===== src/rtl/sync_fifo_pkg.sv =====
// Shared helpers for the flagged sync FIFO: occupancy arithmetic and threshold range checks.
// Purely combinational; no state.
package sync_fifo_pkg;

    // Modulo 2**ptr_w difference of the extended pointers gives occupancy, wrap included.
    function automatic logic [31:0] fifo_level(input logic [31:0] wr_ptr,
                                               input logic [31:0] rd_ptr,
                                               input int unsigned ptr_w);
        logic [31:0] mask;
        mask = (ptr_w >= 32) ? '1 : ((32'd1 << ptr_w) - 32'd1);
        return (wr_ptr - rd_ptr) & mask;
    endfunction

    function automatic bit af_level_ok(input int unsigned depth, input int unsigned af);
        return (af >= 1) && (af <= depth);
    endfunction

    function automatic bit ae_level_ok(input int unsigned depth, input int unsigned ae);
        return ae <= (depth - 1);
    endfunction

endpackage


===== src/rtl/sync_fifo_ram.sv =====
// DEPTH x DATA_WIDTH storage, synchronous write, asynchronous read (distributed RAM).
// Zero-latency read; no flow control of its own, contents are never reset.
module sync_fifo_ram #(
    parameter int unsigned DATA_WIDTH = 8,
    parameter int unsigned ADDR_WIDTH = 4
) (
    input  logic                  clk,
    input  logic                  wr_en,
    input  logic [ADDR_WIDTH-1:0] wr_addr,
    input  logic [DATA_WIDTH-1:0] wr_data,
    input  logic [ADDR_WIDTH-1:0] rd_addr,
    output logic [DATA_WIDTH-1:0] rd_data
);

    logic [DATA_WIDTH-1:0] mem [1 << ADDR_WIDTH];

    always_ff @(posedge clk) begin
        if (wr_en) begin
            mem[wr_addr] <= wr_data;
        end
    end

    assign rd_data = mem[rd_addr];

endmodule


===== src/rtl/sync_fifo_flagged.sv =====
// Single-clock FIFO with registered read port (1-cycle latency), level and threshold flags.
// Back-pressure is flag based: rejected writes/reads set sticky overflow/underflow.
module sync_fifo_flagged
    import sync_fifo_pkg::*;
#(
    parameter int unsigned DATA_WIDTH = 8,
    parameter int unsigned ADDR_WIDTH = 4,
    parameter int unsigned AF_LEVEL   = (1 << ADDR_WIDTH) - 2,
    parameter int unsigned AE_LEVEL   = 2
) (
    input  logic                  clk,
    input  logic                  rst_n,
    input  logic                  flush,
    input  logic                  clr_err,
    input  logic                  wr_en,
    input  logic [DATA_WIDTH-1:0] wr_data,
    input  logic                  rd_en,
    output logic [DATA_WIDTH-1:0] rd_data,
    output logic                  rd_valid,
    output logic [ADDR_WIDTH:0]   level,
    output logic                  full,
    output logic                  empty,
    output logic                  almost_full,
    output logic                  almost_empty,
    output logic                  overflow,
    output logic                  underflow
);

    localparam int unsigned DEPTH = 1 << ADDR_WIDTH;
    localparam int unsigned PTR_W = ADDR_WIDTH + 1;

    if (!af_level_ok(DEPTH, AF_LEVEL)) begin : g_bad_af_level
        $error("sync_fifo_flagged: AF_LEVEL out of range 1..DEPTH");
    end
    if (!ae_level_ok(DEPTH, AE_LEVEL)) begin : g_bad_ae_level
        $error("sync_fifo_flagged: AE_LEVEL out of range 0..DEPTH-1");
    end

    logic [PTR_W-1:0]      wr_ptr;
    logic [PTR_W-1:0]      rd_ptr;
    logic [DATA_WIDTH-1:0] head;
    logic                  rd_accept;
    logic                  wr_accept;
    logic                  ram_we;
    logic                  ov_evt;
    logic                  uf_evt;

    // Every flag decodes from the registered pointers only.
    assign level        = PTR_W'(fifo_level(32'(wr_ptr), 32'(rd_ptr), PTR_W));
    assign empty        = (level == '0);
    assign full         = (level == PTR_W'(DEPTH));
    assign almost_full  = (level >= PTR_W'(AF_LEVEL));
    assign almost_empty = (level <= PTR_W'(AE_LEVEL));

    assign rd_accept = rd_en && !empty;
    assign wr_accept = wr_en && (!full || rd_accept);
    assign ram_we    = wr_accept && !flush;

    // Flush drops requests silently, so it also masks the error events.
    assign ov_evt = !flush && wr_en && !wr_accept;
    assign uf_evt = !flush && rd_en && !rd_accept;

    sync_fifo_ram #(
        .DATA_WIDTH(DATA_WIDTH),
        .ADDR_WIDTH(ADDR_WIDTH)
    ) u_ram (
        .clk     (clk),
        .wr_en   (ram_we),
        .wr_addr (wr_ptr[ADDR_WIDTH-1:0]),
        .wr_data (wr_data),
        .rd_addr (rd_ptr[ADDR_WIDTH-1:0]),
        .rd_data (head)
    );

    always_ff @(posedge clk or negedge rst_n) begin
        if (!rst_n) begin
            wr_ptr   <= '0;
            rd_ptr   <= '0;
            rd_data  <= '0;
            rd_valid <= 1'b0;
        end else if (flush) begin
            wr_ptr   <= '0;
            rd_ptr   <= '0;
            rd_valid <= 1'b0;
        end else begin
            if (wr_accept) begin
                wr_ptr <= wr_ptr + 1'b1;
            end
            if (rd_accept) begin
                rd_ptr  <= rd_ptr + 1'b1;
                rd_data <= head;
            end
            rd_valid <= rd_accept;
        end
    end

    // An error event in the same cycle as clr_err leaves the flag set.
    always_ff @(posedge clk or negedge rst_n) begin
        if (!rst_n) begin
            overflow  <= 1'b0;
            underflow <= 1'b0;
        end else begin
            overflow  <= (overflow && !clr_err) || ov_evt;
            underflow <= (underflow && !clr_err) || uf_evt;
        end
    end

endmodule


===== config.mk =====
export PLATFORM = sky130hd
export DESIGN_NAME = sync_fifo_flagged
export DESIGN_NICKNAME = d
export VERILOG_FILES = /design/src/rtl/sync_fifo_pkg.sv /design/src/rtl/sync_fifo_ram.sv /design/src/rtl/sync_fifo_flagged.sv
export SDC_FILE = /design/constraint.sdc
export NUM_CORES = 1
export LEC_CHECK = 0
export BUFFER_PORTS_ARGS = -buffer_cell sky130_fd_sc_hd__buf_2
export CORE_UTILIZATION = 60
export CTS_CLUSTER_DIAMETER = 30
export DETAILED_ROUTE_END_ITERATION = 6
export GPL_TIMING_DRIVEN = 0
export PLACE_DENSITY = 0.85
export SYNTH_ARGS = -nofsm -noshare
export SYNTH_HDL_FRONTEND = slang
export SYNTH_SLANG_ARGS = --single-unit

===== constraint.sdc =====
create_clock -name clk -period 9.8 [get_ports clk]
set_input_delay 1.47 -clock clk [delete_from_list [all_inputs] [get_ports clk]]
set_output_delay 1.47 -clock clk [all_outputs]
set_load 0.02 [all_outputs]

# Yosys cells after proc, flatten, opt, wreduce, memory -nomap -nowiden
# Memories as Yosys holds them, arrays and structs flattened. A register that Yosys moved wholly into a read port is not among the register bits.
# Index checks and enable logic that the tools add are counted.
# W data, S select, Z words.
# word_totals
memories,1
regBits,13
ramBits,128
rom_bits,0
latch_bits,0
out_inout_bits,20
# mem_list
name,words,width,read_ports,rd_ports_with_merged_regs,write_ports,line,source
u_ram.mem,16,8,1,1,1,sync_fifo_ram.sv:15,logic [DATA_WIDTH-1:0] mem [1 << ADDR_WIDTH];
# classes
addsub,3
muxes,7
n_div,0
reduce_logical,23
eq_ne,1
order_cmp,2
multipliers,0
shifts,0
bitwise_logic,1
# op_table
op,count
$mux W5,4
$add A5 B1 Y5 const B,2
$logic_and A1 B1 Y1,9
$logic_not A1 Y1,7
$eq A5 B5 Y1 const B,1
$ge A5 B4 Y1 const B,1
$le A5 B2 Y1 const B,1
$logic_not A5 Y1,1
$sub A5 B5 Y5,1
$reduce_bool A2 Y1,2
$logic_or A1 B1 Y1,3
$mux W1,3
$reduce_and A2 Y1,1
$not A1 Y1,1

# Logic depth before layout (Yosys ltp)
# depth
ltp_word,9
mapped_depth,11

# Modules after synthesis
# A second synthesis with hierarchy kept.
# hier_totals
hier_cells,357
area_unflattened_um2,6358.6
# by_module_without_submodules
mod,cells_per_inst,area_per_inst_um2,seq_area_each_um2,instances
sync_fifo_ram,221,4987.3,3843.7,1
sync_fifo_flagged,136,1371.3,525.5,1

# Worst setup path after synthesis
# Ideal clock, no wire load.
# synth_timing
path_kind,reg2out
startpoint,reg rd_ptr[2]
endpoint,out almost_empty
arrival_ns,3.149
path_slack_ns,5.181
path_buffers,1
stages_incl_launch_ff,9
required_time_ns,8.330
cell_sequence,dfrtp_1 > clkbuf_1 > clkinv_1 > ha_1 > nand2b_1 > a21oi_2 > xor2_4 > inv_2 > a2111oi_0
# synth_via
elab_chain_cells,2
# synth_lines
item,line,source
from (decl),sync_fifo_flagged.sv:40,logic [PTR_W-1:0] rd_ptr;
from (signal assigned),sync_fifo_flagged.sv:90,rd_ptr <= rd_ptr + 1'b1;
$sub A5 B5 Y5,sync_fifo_pkg.sv:11,return (wr_ptr - rd_ptr) & mask;
via level[4],sync_fifo_flagged.sv:20,"output logic [ADDR_WIDTH:0] level,"
$le A5 B2 Y1,sync_fifo_flagged.sv:53,assign almost_empty = (level <= PTR_W'(AE_LEVEL));
to (decl),sync_fifo_flagged.sv:24,"output logic almost_empty,"
# The timed path passes the listed nets, and every way through them passes these cells.

# Worst setup path in the final report
# layout_timing
startpoint,reg rd_ptr[2]
endpoint,out almost_empty
# layout_via
elab_chain_cells,2
# layout_lines
item,line
$sub A5 B5 Y5,sync_fifo_pkg.sv:11
$le A5 B2 Y1,sync_fifo_flagged.sv:53
# Every way passes these cells.

==> impl_metrics.yaml <==
cells_and_area:
  fin_util_pct: 71.54
  postLayoutCellArea_sq_mm: 0.007320
  area_delta_synth_final_pct: 16.21
  fill_cells: 583
  nNetsFinal: 438
  seq_area_sq_mm: 0.004369
  fin_cells: 563
  final_common_cell: "edfxtp_1"
  layout_common_cells: "128 x edfxtp_1, 38 x buf_2, 34 x nand2_1"
  drive_above_1_share_pct: 33.72
  insertedDiodeCount: 0
  multi_input_area_sq_mm: 0.001852
global_route:
  grt_pass1_vias: 3517
  grt_start_max_net_pins: 22
  grt.total_usage_pct: 26.39
  antenna_found_initial: 0
  grt_pass1_wl_mm: 20.27
  globalRouteOverflowTotal: 0
sta:
  rsz0062_at_grt: "no"
  hold_slack_ns: 0.5116
  report.final.slew_viol_count: 0
  fin_ws_ns: 4.622
  layout_min_cycle_time_ns: 5.178
  max_freq_ghz: 0.1931
  max-slew-margin-rel_pct: 13.04
  skew_ns: 0.01397
  setup_viol: 0
  fin_crit_sh_pct: 52.84
  tightest_slew_ns: 1.294
  hold_viol: 0
  setup-tns-final_ns: 0
place:
  dpl.hpwl_mm: 8.571
  io_buffers: 33
  pre_cts_ws_ns: 5.237
  place_area_sq_mm: 0.006758
  place_congestion: 0.9137
  dpl.cell_count: 531
floorplan:
  fp.dieH_microns: 104.5
  ioPinCount: 34
  die_w_microns: 104.5
  dieArea_sq_mm: 0.01091
  fp.coreArea_sq_mm: 0.01023
  num_rows: 37
  start_util_pct: 61.56
drt:
  num_vias: 3587
  drt_first_pass_iters: 4
  avgViaCountPerCell: 6.371
  first_iter_violations: 370
  drc: 0
  wire_per_inst_microns: 23.83
  finalWirelength_mm: 13.42
  ant_nets: 0
setup_path:
  startpoint_type: "flip-flop"
  cp_data_required_time_ns: 8.33
  end_kind: "primary output"
  critical_path_class: "flip-flop to primary output"
  path_max_fanout: 10
  cp.arrival_ns: 3.71
synth:
  synth_cell_types: 49
  async_flop_share_pct: 14.09
  syn_nets: 377
  synth_area_sq_mm: 0.006299
  synth_enable_flop_cells: 128
  synth_flop_cell: "edfxtp_1"
  synth_seq_cells: 149
  synth_warnings: 0
  syn_inst: 353
  syn_area_per_cell_sq_um: 17.84
  seq_area_frac_synth_pct: 69.37
power:
  p_per_area_mw_per_mm2: 264.7
  leakage_nw: 2.588
  peakVddDrop_uv: 222.7
  total_power_mw: 1.937
clocking:
  cts_buffers: 17
  hold_buffers: 0
  htree_levels: 4
  cts_tree: "done"
  post_cts_resized: 0
  cts_sinks: 149
  clockRootBuffer: "clkbuf_8"
  clkSlewWorstSetupHoldPaths_ns: 0.07
  clock_path_buffers: 2
  clk_latency_ns: 0.54
  post-cts-setup-buffer-count: 0
flow_run:
  max_cap_violations: 0
outcome:
  status: "finished clean"
min_path:
  min_path_type: "flip-flop to flip-flop"
## worst paths after layout
| kind | depth (start not counted) | slack (ns) | startpoint | endpoint |
|---|---|---|---|---|
| worst max-delay path | 9 | 4.62 | rd_ptr[2] | almost_empty |
| worst min-delay path | 1 | 0.51 | rd_data[6] | rd_data[6] |
| worst max register to register | 9 | 5.41 | rd_ptr[2] | u_ram.mem[14][1] |
| worst min register to register | 1 | 0.51 | rd_data[6] | rd_data[6] |
| max in group asynchronous | 1 | 8.56 | rst_n | rd_ptr[3] |
| min in group asynchronous | 1 | 0.89 | rst_n | underflow |
## synthesized netlist by cell type (2+ instances only)
master      n  area [sq um]
edfxtp_1  128          3844
nand2_1    34         127.6
mux4_2     32         720.7
dfrtp_1    21         525.5
and3_1     12         75.07
inv_1      12         45.04
clkbuf_1    9         33.78
ha_1        9         112.6
a31oi_1     8         50.05
mux2_4      8         120.1
nor2_1      8         30.03
o21ai_0     6         30.03
a21oi_1     5         25.02
buf_2       5         25.02
nor4_1      5         31.28
nor4b_1     4         35.03
nand2b_1    3         18.77
nor3_1      3         15.01
or3_2       3         22.52
and4_1      2         17.52
clkinv_1    2         7.510
mux2i_1     2         20.02
nand3_1     2         10.01
nor2b_1     2         12.51
o31ai_1     2         15.01
or3_1       2         12.51
xnor2_1     2         17.52
## sequential cells by signal (all words and copies together) (netlist names)
| name | cells |
|---|---|
| overflow | 1 |
| rd_data | 8 |
| rd_ptr | 5 |
| rd_valid | 1 |
| u_ram.mem | 128 |
| underflow | 1 |
| wr_ptr | 5 |
## layer usage
layer	share of wire (%)	vias up	track usage, %
met2	48	249	40.82
met3	9.0	30	7.080
met1	40	1799	35.88
met4	2.8	0	10.92
li1	-	1509	-
met5	0	-	0
## logic make-up (layout without fill, tap and decap cells)
family          after synthesis  in the layout  synth area share (%)
xor+xnor                      6              6                 1.550
flops                       149            149                 69.37
simple gates                 87             87                 7.569
buf+inv                      31            105                 2.125
compound gates               28             28                 3.616
fa+ha+maj                    10             10                 2.106
mux                          42             42                 13.67
## worst max-delay path, cell delays in order (launching register included)
cell	delay (ns)
dfrtp_1	0.35
clkbuf_1	0.49
clkinv_1	0.49
ha_1	0.56
nand2b_1	0.10
a21oi_2	0.24
xor2_4	0.26
inv_2	0.11
a2111oi_0	0.33
buf_2	0.23
## power by group
part	leakage, nW	switching (mW)	internal (mW)
Combinational	0.895	0.329	0.243
Sequential	1.43	0.0214	0.723
Clock	0.269	0.276	0.345
## area by class of cell
cell class	count	area share [%]
well taps	136	2.325
clock inverters	14	1.966
repair buffers	42	3.179
inverters	15	0.7692
plain buffers	16	1.060
clock buffers	18	5.709
flip-flops and latches	149	59.69
multi-input cells	173	25.30
Power figures use the tool's default switching activity.
